File: src/rtl/io_poll_master_pkg.sv
// Shared definitions for the IO port-map poller: port addresses, operation codes,
// sequencer states and the bus request record.
package io_poll_master_pkg;

   localparam logic [31:0] ADDR_IN0       = 32'h0000_00C0;
   localparam logic [31:0] ADDR_IN1       = 32'h0000_00C4;
   localparam logic [31:0] ADDR_OUT_RES   = 32'h0000_0080;
   localparam logic [31:0] ADDR_OUT_RIGHT = 32'h0000_0084;
   localparam logic [31:0] ADDR_OUT_LEFT  = 32'h0000_0088;

   typedef enum logic [1:0] {
      OP_ADD = 2'b00,
      OP_SUB = 2'b01,
      OP_MUL = 2'b10,
      OP_MAX = 2'b11
   } op_e;

   typedef enum logic [2:0] {
      ST_IDLE,
      ST_RD0,
      ST_RD1,
      ST_WR_L,
      ST_WR_R,
      ST_WR_RES
   } state_e;

   typedef struct packed {
      logic [31:0] addr;
      logic [31:0] data;
      logic        we;
   } io_req_t;

endpackage

File: src/rtl/io_poll_alu.sv
// Combinational operand ALU: add / saturating subtract / multiply / max on 10-bit
// zero-extended operands, clamped to RESULT_MAX.
module io_poll_alu
   import io_poll_master_pkg::*;
#(
   parameter int RESULT_MAX = 99
) (
   input  logic [4:0]  a,
   input  logic [4:0]  b,
   input  logic [1:0]  op_q,
   output logic [31:0] r
);

   localparam logic [31:0] RMAX = 32'(RESULT_MAX);

   logic [9:0]  a10;
   logic [9:0]  b10;
   logic [9:0]  res;
   logic [31:0] res32;

   always_comb begin
      a10 = {5'b0, a};
      b10 = {5'b0, b};
      res = '0;
      case (op_e'(op_q))
         OP_ADD:  res = a10 + b10;
         OP_SUB:  res = (a10 >= b10) ? (a10 - b10) : '0;
         OP_MUL:  res = a10 * b10;
         default: res = (a10 > b10) ? a10 : b10;
      endcase
      res32 = {22'b0, res};
      r = (res32 > RMAX) ? RMAX : res32;
   end

endmodule

File: src/rtl/io_poll_master.sv
// Autonomous IO bus initiator: every PERIOD idle cycles reads both switch ports,
// then writes left, right and the ALU result to the display ports.
module io_poll_master
   import io_poll_master_pkg::*;
#(
   parameter int PERIOD     = 50_000_000,
   parameter int RESULT_MAX = 99
) (
   input  logic        clock,
   input  logic        reset,
   input  logic        enable,
   input  logic [1:0]  op_sel,
   input  logic [31:0] io_read_data,
   output logic [31:0] addr,
   output logic [31:0] dataout,
   output logic        write_io_enable,
   output logic        busy,
   output logic        done
);

   localparam int            CW       = (PERIOD > 1) ? $clog2(PERIOD) : 1;
   localparam logic [CW-1:0] CNT_LAST = CW'(PERIOD - 1);

   state_e        state_q, state_d;
   logic [CW-1:0] cnt_q, cnt_d;
   logic [4:0]    a_q, b_q;
   logic [1:0]    op_q;
   logic [31:0]   r;
   io_req_t       bus_d;
   logic          busy_d;
   logic          done_d;
   logic          unused_rd;

   // Only the low five switch bits carry an operand.
   assign unused_rd = ^io_read_data[31:5];

   io_poll_alu #(
      .RESULT_MAX(RESULT_MAX)
   ) u_alu (
      .a    (a_q),
      .b    (b_q),
      .op_q (op_q),
      .r    (r)
   );

   always_comb begin
      state_d = state_q;
      cnt_d   = cnt_q;
      bus_d   = '0;
      case (state_q)
         ST_IDLE: begin
            // Counter parks at its last value until enable lets the sequence start.
            if (cnt_q == CNT_LAST) begin
               if (enable) state_d = ST_RD0;
            end else begin
               cnt_d = cnt_q + 1'b1;
            end
         end
         ST_RD0:    state_d = ST_RD1;
         ST_RD1:    state_d = ST_WR_L;
         ST_WR_L:   state_d = ST_WR_R;
         ST_WR_R:   state_d = ST_WR_RES;
         ST_WR_RES: begin
            state_d = ST_IDLE;
            cnt_d   = '0;
         end
         default: begin
            state_d = ST_IDLE;
            cnt_d   = '0;
         end
      endcase

      // Outputs are decoded from the next state so they register alongside it.
      case (state_d)
         ST_RD0: bus_d.addr = ADDR_IN0;
         ST_RD1: bus_d.addr = ADDR_IN1;
         ST_WR_L: begin
            bus_d.addr = ADDR_OUT_LEFT;
            bus_d.data = {27'b0, a_q};
            bus_d.we   = 1'b1;
         end
         ST_WR_R: begin
            bus_d.addr = ADDR_OUT_RIGHT;
            bus_d.data = {27'b0, b_q};
            bus_d.we   = 1'b1;
         end
         ST_WR_RES: begin
            bus_d.addr = ADDR_OUT_RES;
            bus_d.data = r;
            bus_d.we   = 1'b1;
         end
         default: bus_d = '0;
      endcase
      busy_d = (state_d != ST_IDLE);
      done_d = (state_q == ST_WR_RES);
   end

   always_ff @(posedge clock) begin
      if (reset) begin
         state_q         <= ST_IDLE;
         cnt_q           <= '0;
         a_q             <= '0;
         b_q             <= '0;
         op_q            <= '0;
         addr            <= '0;
         dataout         <= '0;
         write_io_enable <= 1'b0;
         busy            <= 1'b0;
         done            <= 1'b0;
      end else begin
         state_q <= state_d;
         cnt_q   <= cnt_d;
         if (state_q == ST_RD0) begin
            a_q  <= io_read_data[4:0];
            op_q <= op_sel;
         end
         if (state_q == ST_RD1) b_q <= io_read_data[4:0];
         addr            <= bus_d.addr;
         dataout         <= bus_d.data;
         write_io_enable <= bus_d.we;
         busy            <= busy_d;
         done            <= done_d;
      end
   end

endmodule

File: config.mk
export PLATFORM = sky130hd
export DESIGN_NAME = io_poll_master
export DESIGN_NICKNAME = d
export VERILOG_FILES = /design/src/rtl/io_poll_master_pkg.sv /design/src/rtl/io_poll_alu.sv /design/src/rtl/io_poll_master.sv
export SDC_FILE = /design/constraint.sdc
export NUM_CORES = 1
export LEC_CHECK = 0
export CORE_MARGIN = 1.5
export CORE_UTILIZATION = 35
export CTS_CLUSTER_SIZE = 28
export DETAILED_ROUTE_END_ITERATION = 10
export MAX_ROUTING_LAYER = met4
export SLEW_MARGIN = 0
export SYNTH_ARGS = -nofsm -noshare
export SYNTH_HDL_FRONTEND = slang
export SYNTH_HIERARCHICAL = 1
export SYNTH_SLANG_ARGS = --single-unit
File: constraint.sdc
create_clock -name clock -period 5.4 [get_ports clock]
set_input_delay 0.54 -clock clock [delete_from_list [all_inputs] [get_ports clock]]
set_output_delay 0.54 -clock clock [all_outputs]
set_load 0.01 [all_outputs]
==> qor.csv <==
stage,metric,value,unit
cts,cts.path.max_buffers,2,
cts,cts_max_level,3,
floorplan,die_w,120.9,um
critical_path,max_stage_delay,0.55,ns
power,seqPwrFrac,47.3,%
synth,synth-main-ff-cell,dfxtp_1,
critical_path,cp_slowest_cell,fa_1,
sta,finalCritPeriodShare,87.51,%
layout,stdcell_count,776,
floorplan,core_area,0.01340,mm^2
sta,min_period,4.725,ns
sta,setup_tns,0,ns
global_routing,overflow,0,
power,switchingPower,252.1,uW
sta,finalHoldViolCount,0,
route,ant_nets,0,
route,routed_wl,10.68,mm
route,viasPerCell,4.813,
synth,synthDistinctLibCells,60,
critical_path,path_cells,ha_1 -> inv_1 -> fa_1 -> fa_1 -> fa_1 -> inv_1 -> ha_1 -> a211oi_1 -> nor2_1 -> a31o_2 -> a21oi_1 -> xor2_1 -> a211oi_4 -> and3_1 -> a22oi_1 -> o21ai_0,
sta,setup_violations,0,
cts,post_cts_resized,0,
global_routing,grt.total_usage,15.45,%
synth,netlist.top_cell.by_area,dfxtp_1,
critical_path,rr_startpoint,b_q[2],
synth,async_flop_share,0,%
global_routing,grt_pass1_wl,17.37,mm
synth,synth_common_cells,"80 x dfxtp_1, 56 x buf_4, 54 x nor2_1",
power,finalPower,1257,uW
cts,cts_inserted_buffers,9,
sta,worst_pin_slew,0.9732,ns
critical_path,end_kind,flop,
floorplan,start_util,36.31,%
synth,yosysMostFrequentCell,dfxtp_1,
layout,num-nets-final,673,
critical_path,worstSetupStartpoint,b_q[2],
layout,num_antenna_cells,0,
outcome,status,completed,
layout,area_growth,14.97,%
global_routing,grt_pass1_vias,3542,
power,p_int,1005,uW
critical_path,cp_num_buf_inv,2,
floorplan,row_count,42,
cts,clkSinkCount,80,
sta,rsz0062_at_grt,no,
worst_hold_path,hold_path_depth,2,
critical_path,cp-start-kind,flop,
power,p_clk_share,50.2,%
floorplan,dieArea,0.01462,mm^2
power,p_leak,0.002391,uW
worst_hold_path,hold_class,reg2reg,
cts,holdBufCountCts,0,
cts,clock_latency,0.33,ns
synth,synth_top_area_share,32.91,%
power,power.density,224.8,mW/mm^2
place,dpl.hpwl,7.962,mm
critical_path,r2r-end,dataout[2],
synth,synth-edff-count,0,
floorplan,die_y,120.9,um
place,place_inst,761,
worst_hold_path,holdPathEnd,cnt_q[6],
cts,cts_tree,built,
synth,synth_top_cells_by_area,"dfxtp_1 33%, buf_4 8.6%, ha_1 7.5%",
synth,synth_area_per_cell,8.752,um^2
route,drc_errors,0,
synth,synth_cells,556,
critical_path,critPathMaxFanout,8,
power,combinationalPowerShare,2.4,%
critical_path,path_common_cell,fa_1,
synth,yosysWarningCount,6,
place,globalplace.congestion,0.9161,
synth,seq_area_frac_synth,32.91,%
route,drt_iter0_markers,270,
critical_path,required,5.61,ns
critical_path,crit_family,adder cells,
critical_path,critPathKind,reg2reg,
cts,post_cts_buffers,0,
sta,max-slew-margin-rel,35.12,%
route,dr_total_vias,3735,
sta,clock-skew-final,0.009228,ns
sta,max_freq,211.6,MHz
route,drt_first_pass_iters,4,
cts,root_buffer,clkbuf_16,
route,wl_per_cell,13.76,um
synth,synth.ff_latch_count,80,
job,drv_cap,0,
place,portBuffers,48,
synth,netlist_area,0.004866,mm^2
global_routing,grt_start_max_net_pins,29,
power,switching_share,20.05,%
worst_hold_path,holdCritStartpoint,cnt_q[6],
sta,slew_violations,0,
cts,clk_pin_slew,0.06,ns
layout,drive_above_1_share,6.500,%
global_routing,antenna_found_initial,0,
critical_path,worstPathArrival,4.93,ns
power,ir_drop,0.1659,mV
floorplan,io-pin-count,104,
critical_path,r2r_slack,0.67,ns
critical_path,r2r_cells,16,
cell type report:
| class | instances | area (um^2) |
|---|---|---|
| sequential | 80 | 1602 |
| clock inverter | 5 | 82.58 |
| inverter | 27 | 101.3 |
| timing repair buffer | 53 | 518.0 |
| fill | 1362 | 7806 |
| multi-input combinational | 425 | 2841 |
| tap | 176 | 220.2 |
| clock buffer | 10 | 229.0 |
routing by layer:
| metal | share of wire, % | up-vias | global-route usage, % | wire length, um |
|---|---|---|---|---|
| met3 | 5.2 | 2 | 3.618 | 556 |
| met1 | 48 | 1758 | 20.43 | 5107 |
| met5 | 0 | - | - | 0 |
| met4 | 0.52 | 0 | 3.750 | 55 |
| met2 | 46 | 88 | 23.97 | 4955 |
| li1 | - | 1887 | - | - |
worst max-delay path by stage:
stage / slack (ns) / depth (start not counted) / endpoint
floorplan: 1.34 / 16 / dataout[0]
global placement: 0.75 / 16 / dataout[4]
detailed placement: 0.77 / 16 / dataout[2]
CTS: 0.74 / 16 / dataout[2]
global route: 0.42 / 16 / dataout[2]
finish: 0.67 / 16 / dataout[2]
through the flow:
stage	util (%)	cell area [um^2]	setup slack (ns)	hold slack [ns]
floorplan	-	5057	1.335	0.4521
global placement	39.42	5283	0.7502	0.4611
detailed placement	39.42	5283	0.7679	0.4931
CTS	41.75	5594	0.7372	0.5033
global route	41.75	5594	0.4186	0.5349
finish	41.75	5594	0.6745	0.4962
cells by family (layout without fill, tap and decap cells):
logic type                 after synthesis  after routing  share of synthesized area, %
and+or+nand+nor                        204            204                         22.37
xor gates and xnor gates                27             27                         4.860
muxes                                   16             16                         3.291
DFF                                     80             80                         32.91
adders and majority gates               40             40                         11.98
AOI/OAI and AO/OA                       85             85                         11.80
other                                    2             53                        0.1543
buffers and inverters                  102             95                         12.63
placed cells by master (no fill, tap or decap), types with 3 or more instances in the layout:
cell             instances
dfxtp_1                 80
nor2_1                  54
conb_1                  53
clkdlybuf4s50_1         48
and3_1                  35
ha_1                    29
inv_1                   27
a21oi_1                 27
nand2_1                 25
xor2_1                  24
nand3_1                 20
o21ai_0                 18
mux2i_1                 16
nand4_1                 15
and2_1                  13
fa_1                    11
clkbuf_16                9
a22oi_1                  6
a21o_1                   5
nor3_1                   5
or3_1                    5
nor2b_1                  5
or2_2                    5
buf_4                    5
nand2b_1                 4
nor4_1                   3
o31ai_1                  3
o211ai_1                 3
xnor2_1                  3
a211oi_1                 3
worst register-to-register path, stage by stage (launching register included):
cell	delay, ns
dfxtp_1	0.51
ha_1	0.29
inv_1	0.07
fa_1	0.46
fa_1	0.53
fa_1	0.55
inv_1	0.04
ha_1	0.23
a211oi_1	0.33
nor2_1	0.09
a31o_2	0.26
a21oi_1	0.17
xor2_1	0.12
a211oi_4	0.39
and3_1	0.22
a22oi_1	0.07
o21ai_0	0.28
registers in the layout, summed over array words and instances, names as in the netlist:
register         cells
a_q                  5
addr                 4
b_q                  5
busy                 1
cnt_q               26
dataout             32
done                 1
op_q                 2
state_q              3
write_io_enable      1
power by group through the flow:
stage / sequential (uW) / clock [uW] / combinational, uW
finish: 595 / 632 / 30.5
global placement: 608 / 0 / 30.1
global route: 595 / 672 / 34.9
detailed placement: 608 / 0 / 30.3
floorplan: 608 / 0 / 48.2
CTS: 595 / 651 / 30.3
Note: power is estimated with default switching activity, not from simulation.
